[src/rtl/move_input_pacer.sv]
// Paddle button conditioner: sync -> debounce -> direction FSM -> one-cycle paced move strobes.
// Optional speed-up after a run of strobes is enabled by defining MOVE_ACCEL_EN.
module move_input_pacer #(
  parameter int DEBOUNCE_CYCLES = 50000,
  parameter int STEP_DIV        = 200000,
  parameter int ACCEL_AFTER     = 8
) (
  input  logic       clk,
  input  logic       reset,
  input  logic       btn_left,
  input  logic       btn_right,
  output logic       left,
  output logic       right,
  output logic       held_left,
  output logic       held_right,
  output logic [1:0] dir_state
);

  localparam int DB_W   = $clog2(DEBOUNCE_CYCLES + 1);
  localparam int PACE_W = $clog2(STEP_DIV);

  typedef enum logic [1:0] {
    IDLE    = 2'd0,
    MOVE_L  = 2'd1,
    MOVE_R  = 2'd2,
    BLOCKED = 2'd3
  } dir_t;

  if (DEBOUNCE_CYCLES < 2 || STEP_DIV < 2 || (STEP_DIV % 2) != 0 || ACCEL_AFTER < 1) begin : g_bad_params
    $error("move_input_pacer: illegal parameter combination");
  end

  logic [1:0]            sync_l_q, sync_r_q;
  logic [1:0]            sync_s;
  logic [1:0][DB_W-1:0]  db_cnt_q, db_cnt_d;
  logic [1:0]            held_q, held_d;
  dir_t                  state_q, state_d;
  logic [PACE_W-1:0]     pace_q, pace_d, pace_lim;
  logic                  left_q, left_d, right_q, right_d;
  logic                  trans, moving, strobe;

  assign sync_s = {sync_r_q[1], sync_l_q[1]};

  // Debounce: held level flips only after DEBOUNCE_CYCLES consecutive disagreeing samples
  always_comb begin
    held_d   = held_q;
    db_cnt_d = '0;
    for (int i = 0; i < 2; i++) begin
      if (sync_s[i] != held_q[i]) begin
        if (db_cnt_q[i] == DB_W'(DEBOUNCE_CYCLES - 1)) held_d[i] = ~held_q[i];
        else                                           db_cnt_d[i] = db_cnt_q[i] + 1'b1;
      end
    end
  end

  // Direction FSM and pacing; strobes key off the next state so leaving a move never strobes
  always_comb begin
    state_d = state_q;
    case (state_q)
      IDLE: begin
        if (held_q[0] && !held_q[1])      state_d = MOVE_L;
        else if (held_q[1] && !held_q[0]) state_d = MOVE_R;
        else if (held_q[0] && held_q[1])  state_d = BLOCKED;
      end
      MOVE_L: begin
        if (!held_q[0] && !held_q[1]) state_d = IDLE;
        else if (held_q[1])           state_d = BLOCKED;
      end
      MOVE_R: begin
        if (!held_q[0] && !held_q[1]) state_d = IDLE;
        else if (held_q[0])           state_d = BLOCKED;
      end
      BLOCKED: begin
        if (held_q[0] && !held_q[1])        state_d = MOVE_L;
        else if (held_q[1] && !held_q[0])   state_d = MOVE_R;
        else if (!held_q[0] && !held_q[1])  state_d = IDLE;
      end
      default: state_d = IDLE;
    endcase

    trans  = (state_d != state_q);
    moving = (state_d == MOVE_L) || (state_d == MOVE_R);
    pace_d = '0;
    strobe = 1'b0;
    if (trans) begin
      strobe = moving;
    end else if (moving) begin
      if (pace_q == pace_lim) strobe = 1'b1;
      else                    pace_d = pace_q + 1'b1;
    end
    left_d  = strobe && (state_d == MOVE_L);
    right_d = strobe && (state_d == MOVE_R);
  end

`ifdef MOVE_ACCEL_EN
  localparam int RUN_W = $clog2(ACCEL_AFTER + 1);
  logic [RUN_W-1:0] run_q, run_d;

  // The entry strobe counts as the first strobe of a run
  always_comb begin
    run_d = run_q;
    if (trans)                                          run_d = strobe ? RUN_W'(1) : '0;
    else if (strobe && run_q != RUN_W'(ACCEL_AFTER))    run_d = run_q + 1'b1;
  end

  assign pace_lim = (run_q == RUN_W'(ACCEL_AFTER)) ? PACE_W'(STEP_DIV / 2 - 1)
                                                   : PACE_W'(STEP_DIV - 1);

  always_ff @(posedge clk) begin
    if (reset) run_q <= '0;
    else       run_q <= run_d;
  end
`else
  assign pace_lim = PACE_W'(STEP_DIV - 1);
`endif

  always_ff @(posedge clk) begin
    if (reset) begin
      sync_l_q <= '0;
      sync_r_q <= '0;
      db_cnt_q <= '0;
      held_q   <= '0;
      state_q  <= IDLE;
      pace_q   <= '0;
      left_q   <= 1'b0;
      right_q  <= 1'b0;
    end else begin
      sync_l_q <= {sync_l_q[0], btn_left};
      sync_r_q <= {sync_r_q[0], btn_right};
      db_cnt_q <= db_cnt_d;
      held_q   <= held_d;
      state_q  <= state_d;
      pace_q   <= pace_d;
      left_q   <= left_d;
      right_q  <= right_d;
    end
  end

  assign left       = left_q;
  assign right      = right_q;
  assign held_left  = held_q[0];
  assign held_right = held_q[1];
  assign dir_state  = state_q;

endmodule

[config.mk]
export PLATFORM = sky130hd
export DESIGN_NAME = move_input_pacer
export DESIGN_NICKNAME = d
export VERILOG_FILES = /design/src/rtl/move_input_pacer.sv
export SDC_FILE = /design/constraint.sdc
export NUM_CORES = 1
export LEC_CHECK = 0
export ABC_AREA = 1
export CAP_MARGIN = 10
export CORE_MARGIN = 2
export CORE_UTILIZATION = 48
export DETAILED_ROUTE_END_ITERATION = 7
export PLACE_DENSITY = 0.62
export SYNTH_ARGS = -nofsm -noshare
export SYNTH_HDL_FRONTEND = slang
export SYNTH_SLANG_ARGS = --single-unit
[constraint.sdc]
create_clock -name clk -period 2.05 [get_ports clk]
set_input_delay 0.41 -clock clk [delete_from_list [all_inputs] [get_ports clk]]
set_output_delay 0.41 -clock clk [all_outputs]
set_load 0.02 [all_outputs]
## Yosys cells after proc, flatten, opt, wreduce, memory -nomap -nowiden

Cells that the tools add are included.

- $add $sub $neg: 3
- Bitwise logic cells: 5
- Reduce and logical (&&, ||, !) cells: 15
- Equal/unequal tests: 11
- Multiplexer cells: 14

Operators with widths:

| operator | count |
|---|---|
| adder 16 x 1 -> 16 bit, second input constant | 2 |
| equality test 16 bit, second input constant | 2 |
| 2-to-1 mux 2 bit | 10 |
| adder 18 x 1 -> 18 bit, second input constant | 1 |
| equality test 18 bit, second input constant | 1 |
| one-hot mux 2 bit (4 select lines) | 1 |
| equality test 2 bit, second input constant | 3 |
| logical AND 1 bit | 6 |
| OR reduction 3 bit | 2 |
| inverter 1 bit | 5 |
| equality test 2 x 1 -> 1 bit, second input constant | 2 |
| AND reduction 2 bit | 2 |
| OR reduction 4 bit | 1 |
| 2-to-1 mux 1 bit | 3 |
| zero test 1 bit | 2 |
| zero test 2 bit | 1 |
| != test 1 bit | 2 |
| != test 2 bit | 1 |
| logical OR 1 bit | 1 |

- Output and inout bits: 6
- Bits in registers: 60
- Logic and storage cells: 58
- Bits of input ports: 4

## Depth between registers and ports, before layout

- Depth in word-level cells: 11
- Gate-level depth with buffers: 9
- Mapped depth without buffers: 9

## Worst setup path before layout

No wires, ideal clock.

- Path type: register to register
- Start: register held_q[1]
- End: register pace_q[15]
- Data required time: 1.986 ns
- Setup time: 0.064 ns
- Clock period less this slack: 1.822 ns
- Cell stages (with the launch flop): 9
- Path buffers: 1
- Path slack: 0.228 ns
- Data arrival time: 1.758 ns
- Path through: dfxtp_1 -> nand2_1 -> o21ai_0 -> inv_1 -> ha_1 -> nor2_1 -> nand3_2 -> buf_6 -> nor2_1

- Longest elaborated chain between the ends: 10
- Elaborated cells on any way between the ends: 21
- Those cells by class: eq/ne: 3; mux: 10; bitwise: 1; reduce/logical: 7

RTL lines:

| what | line | source |
|---|---|---|
| start: declaration | 36 | `logic [1:0] held_q, held_d;` |
| start signal: assignment | 131 | `held_q <= held_d;` |
| zero test 1 bit | - |  |
| logical AND 1 bit | 66, 70, 76 |  |
| 2-to-1 mux 2 bit | 76 | `else if (!held_q[0] && !held_q[1]) state_d = IDLE;` |
| 2-to-1 mux 2 bit | 75 | `else if (held_q[1] && !held_q[0]) state_d = MOVE_R;` |
| 2-to-1 mux 2 bit | 74 | `if (held_q[0] && !held_q[1]) state_d = MOVE_L;` |
| one-hot mux 2 bit (4 select lines) (*) | 59 | `case (state_q)` |
| named net state_d[0] | 37 | `dir_t state_q, state_d;` |
| equality test 2 x 1 -> 1 bit / equality test 2 bit (equally long branches) | 82 | `moving = (state_d == MOVE_L) \|\| (state_d == MOVE_R);` |
| logical OR 1 bit | 82 |  |
| inverter 1 bit (no source line) | - |  |
| OR reduction 4 bit (no source line) (*) | - |  |
| end signal: assignment | 133 | `pace_q <= pace_d;` |
| end: declaration | 38 | `logic [PACE_W-1:0] pace_q, pace_d, pace_lim;` |

The timed path passes the listed nets; every way through them passes the cells marked *.
A chain may end at the register's enable or synchronous reset.

## Final worst setup path

- Start: register held_q[1]
- End: output held_right

RTL lines:

| what | line | source |
|---|---|---|
| end: declaration | 15 | `output logic held_right,` |

No word-level cell between the ends.

==> summary.txt <==
Worst setup path
  – Delay of the slowest critical-path stage: 0.63 ns
  – CP startpoint kind: flop
  – WP buf/inv: 2
  – CP Capture Type: output port
  – Slowest cell on crit path: clkdlybuf4s50_1
  – Crit. Startpoint: held_q[1]
  – CP max FO: 6
  – Crit Path Class: flop to output port
  – R2R setup slack: 0.27 ns
  – Critical path required time: 1.64 ns
  – CP cell instances: buf_4 > clkdlybuf4s50_1
  – Critical path arrival: 1.45 ns
  – FF-to-FF path depth: 9
  – Reg2Reg Launch Point: dir_state[1]
  – Reg2reg end: pace_q[13]
  – Family with the most delay on the worst path: buffers and inverters
  – Instance count on the critical path: 2
  – Worst setup path endpoint: held_right

Clocking
  – Clock Path Buffers: 2
  – Clock edge transition at the registers on the reported setup and hold paths: 0.06 ns
  – Setup bufs post-CTS: 0
  – # hold bufs at CTS: 0
  – Number of buffers created by CTS: 9
  – Post-CTS resize count: 0
  – Root buffer cell: clkbuf_8
  – CTS tree: done
  – Clock sink total: 60
  – Clk_lat worst skew: 0.34 ns
  – H-tree Lvls: 3

Synthesis
  – Synth cell types: 27
  – Synth Flop Type: dfxtp_1
  – Synthesized area per cell: 6.98 µm²
  – Async SR Flop Fraction: 0%
  – Synthesized Nets: 426
  – Post-synth top area share: 41.3%
  – Mapped Cells: 417
  – Number of synthesized flops with an enable pin: 0
  – Seq/Total Area, Yosys: 41.3%
  – Syn Std Cell Area: 2910 µm²
  – Top-count cell post-synth: nor2_1
  – Area leader, netlist: dfxtp_1
  – Top post-synthesis cells by area: dfxtp_1 41%, nor2_1 11%, nand2_1 11%
  – Commonest cells post-synth: 86 x nor2_1, 83 x nand2_1, 60 x dfxtp_1
  – Ys Warns: 0
  – Number of synthesized register bits: 60

Detailed routing
  – Final ANT Viol Nets: 0
  – First-pass iteration count of the detailed router: 4
  – Drt total wl: 5510 µm
  – Post-route DRC: 0
  – Wirelength per Cell: 10.7 µm
  – Routed vias/inst: 4.79
  – Routed vias: 2469
  – DR iter-0 viols: 109

Timing
  – Hold WS: 0.425 ns
  – Tmin final: 1.86 ns
  – Setup Skew: 0.00800 ns
  – Max Slew Vio Count: 0
  – Post-Route Setup TNS: 0 ns
  – Max frequency: 537 MHz
  – Hold Vio Cnt, Final: 0
  – Worst slew pin tran: 0.318 ns
  – Unrepaired setup endpoints after global routing: false
  – Final cycle utilization of the critical path: 90.8%
  – Slew Limit Headroom: 78.7%
  – # setup viols final: 0

Placed design
  – I/O Buffers: 9
  – DP Wirelength: 4010 µm
  – RePlAce Congestion: 0.851

Global route
  – Met3 Use GR: 3.52%
  – Total gr overflow: 0
  – Met2 usage: 30.0%
  – GRT Total Usage: 18.3%
  – Number of global-route vias before repair: 2264
  – Largest net degree at the start of global routing: 19
  – First-pass GRT wire length: 9530 µm
  – M1 GR Usage: 23.0%
  – GRT busiest layer: met2
  – Initial antenna violation count: 0

Die
  – Core area: 5890 µm²
  – FP Rows: 28
  – Die width: 81.9 µm
  – Initial Util: 49.5%
  – Die Footprint: 6700 µm²
  – Die H: 81.9 µm
  – Top-Level Pins: 10

Worst hold path
  – Hold Crit Class: flop to flop

Cells and area
  – Area Overhead vs Synth: 11.7%
  – Final core occ: 55.3%
  – Layout cells sized above 1: 9.09%
  – Post-layout nets: 444
  – Register Area: 1200 µm²
  – # diodes: 0
  – Multi-input logic area: 1460 µm²
  – Number of fill cells: 588

Status
  – Status: complete, no violations

Pwr
  – P_leak: 0.00104 µW
  – Peak supply drop: 0.450 mV
  – Power per Cell Area: 673 nW/µm²

Job
  – Max-Cap Viols: 0
## layout by cell type (no fill, tap or decap)
cell / Yosys / layout
ha_1: 5 / 5
and2_2: 1 / 1
nand4_1: 10 / 10
clkdlybuf4s50_1: 0 / 9
a31oi_1: 2 / 2
nand3_1: 33 / 33
o22ai_1: 1 / 1
xnor2_1: 7 / 7
nor2_1: 86 / 86
nand3_2: 2 / 2
nand2_1: 83 / 83
nor3_1: 6 / 6
nor2_2: 6 / 6
nor3_2: 1 / 1
a21oi_1: 23 / 23
inv_1: 51 / 51
a21oi_2: 1 / 1
clkbuf_8: 0 / 12
nand2_2: 4 / 4
o21ai_0: 7 / 7
inv_2: 3 / 3
or2_0: 2 / 2
and2_0: 1 / 1
xor2_1: 13 / 13
and2_1: 1 / 1
or2_2: 3 / 3
dfxtp_1: 60 / 60
nor2_4: 1 / 1
buf_4: 0 / 2
clkinvlp_4: 0 / 1
clkinv_2: 0 / 3
## final cells by class
cell class                 instances  share of cell area [%]
clock inverter                     4                   0.692
inverter                          54                    6.23
clock buffer                      12                    5.08
sequential                        60                    36.9
timing repair buffer              11                    3.23
multi-input combinational        299                    45.0
tap                               75                    2.88
## tightest hold or removal path, cell delays in order, from the launching register on
cell	delay [ns]
dfxtp_1	0.30
inv_1	0.05
nor2_1	0.04
## state kept, by name, indices dropped and copies added, names as in the netlist
name and cells:
sync_l_q 2, held_q 2, left 1, dir_state 2
db_cnt_q 32, right 1, pace_q 18, sync_r_q 2
## per-layer routing
layer	vias to the layer above	part of all wire, %
li1	1343	-
met1	1092	49
met2	26	47
met3	8	2.6
met4	0	1.7
met5	-	0
## logic make-up after synthesis
logic type                 synth area share (%)
xor gates and xnor gates                   6.02
and+or+nand+nor                            36.0
AOI/OAI and AO/OA                          6.10
buffers and inverters                      8.51
adders and majority gates                  2.15
DFF                                        41.3
## report_power, final
part | internal [µW] | leakage [µW] | switching, µW
clock | 531 | 0.0000982 | 463
sequential | 1170 | 0.000484 | 2.80
combinational | 8.85 | 0.000457 | 12.5
total | 1710 | 0.00104 | 478
## worst min path at each step
| stage | from | endpoint | cells past startpoint |
|---|---|---|---|
| 2_1_floorplan | sync_l_q[0] | sync_l_q[1] | 2 |
| 3_3_place_gp | sync_l_q[0] | sync_l_q[1] | 2 |
| 3_5_place_dp | sync_r_q[0] | sync_r_q[1] | 2 |
| 4_1_cts | sync_r_q[0] | sync_r_q[1] | 2 |
| 5_1_grt | sync_r_q[0] | sync_r_q[1] | 2 |
| 6_report | sync_r_q[0] | sync_r_q[1] | 2 |
## per-stage QoR
stage	instance area [µm²]	total power [µW]	setup slack, ns	instances
final	3250	2190	0.190	515
after global routing	3250	2260	0.104	515
after floorplan	2910	1220	0.228	417
after detailed placement	3070	1220	0.169	499
after CTS	3250	2210	0.182	515
after global placement	3070	1220	0.229	499
No activity file was read; power rests on OpenSTA's default activity.
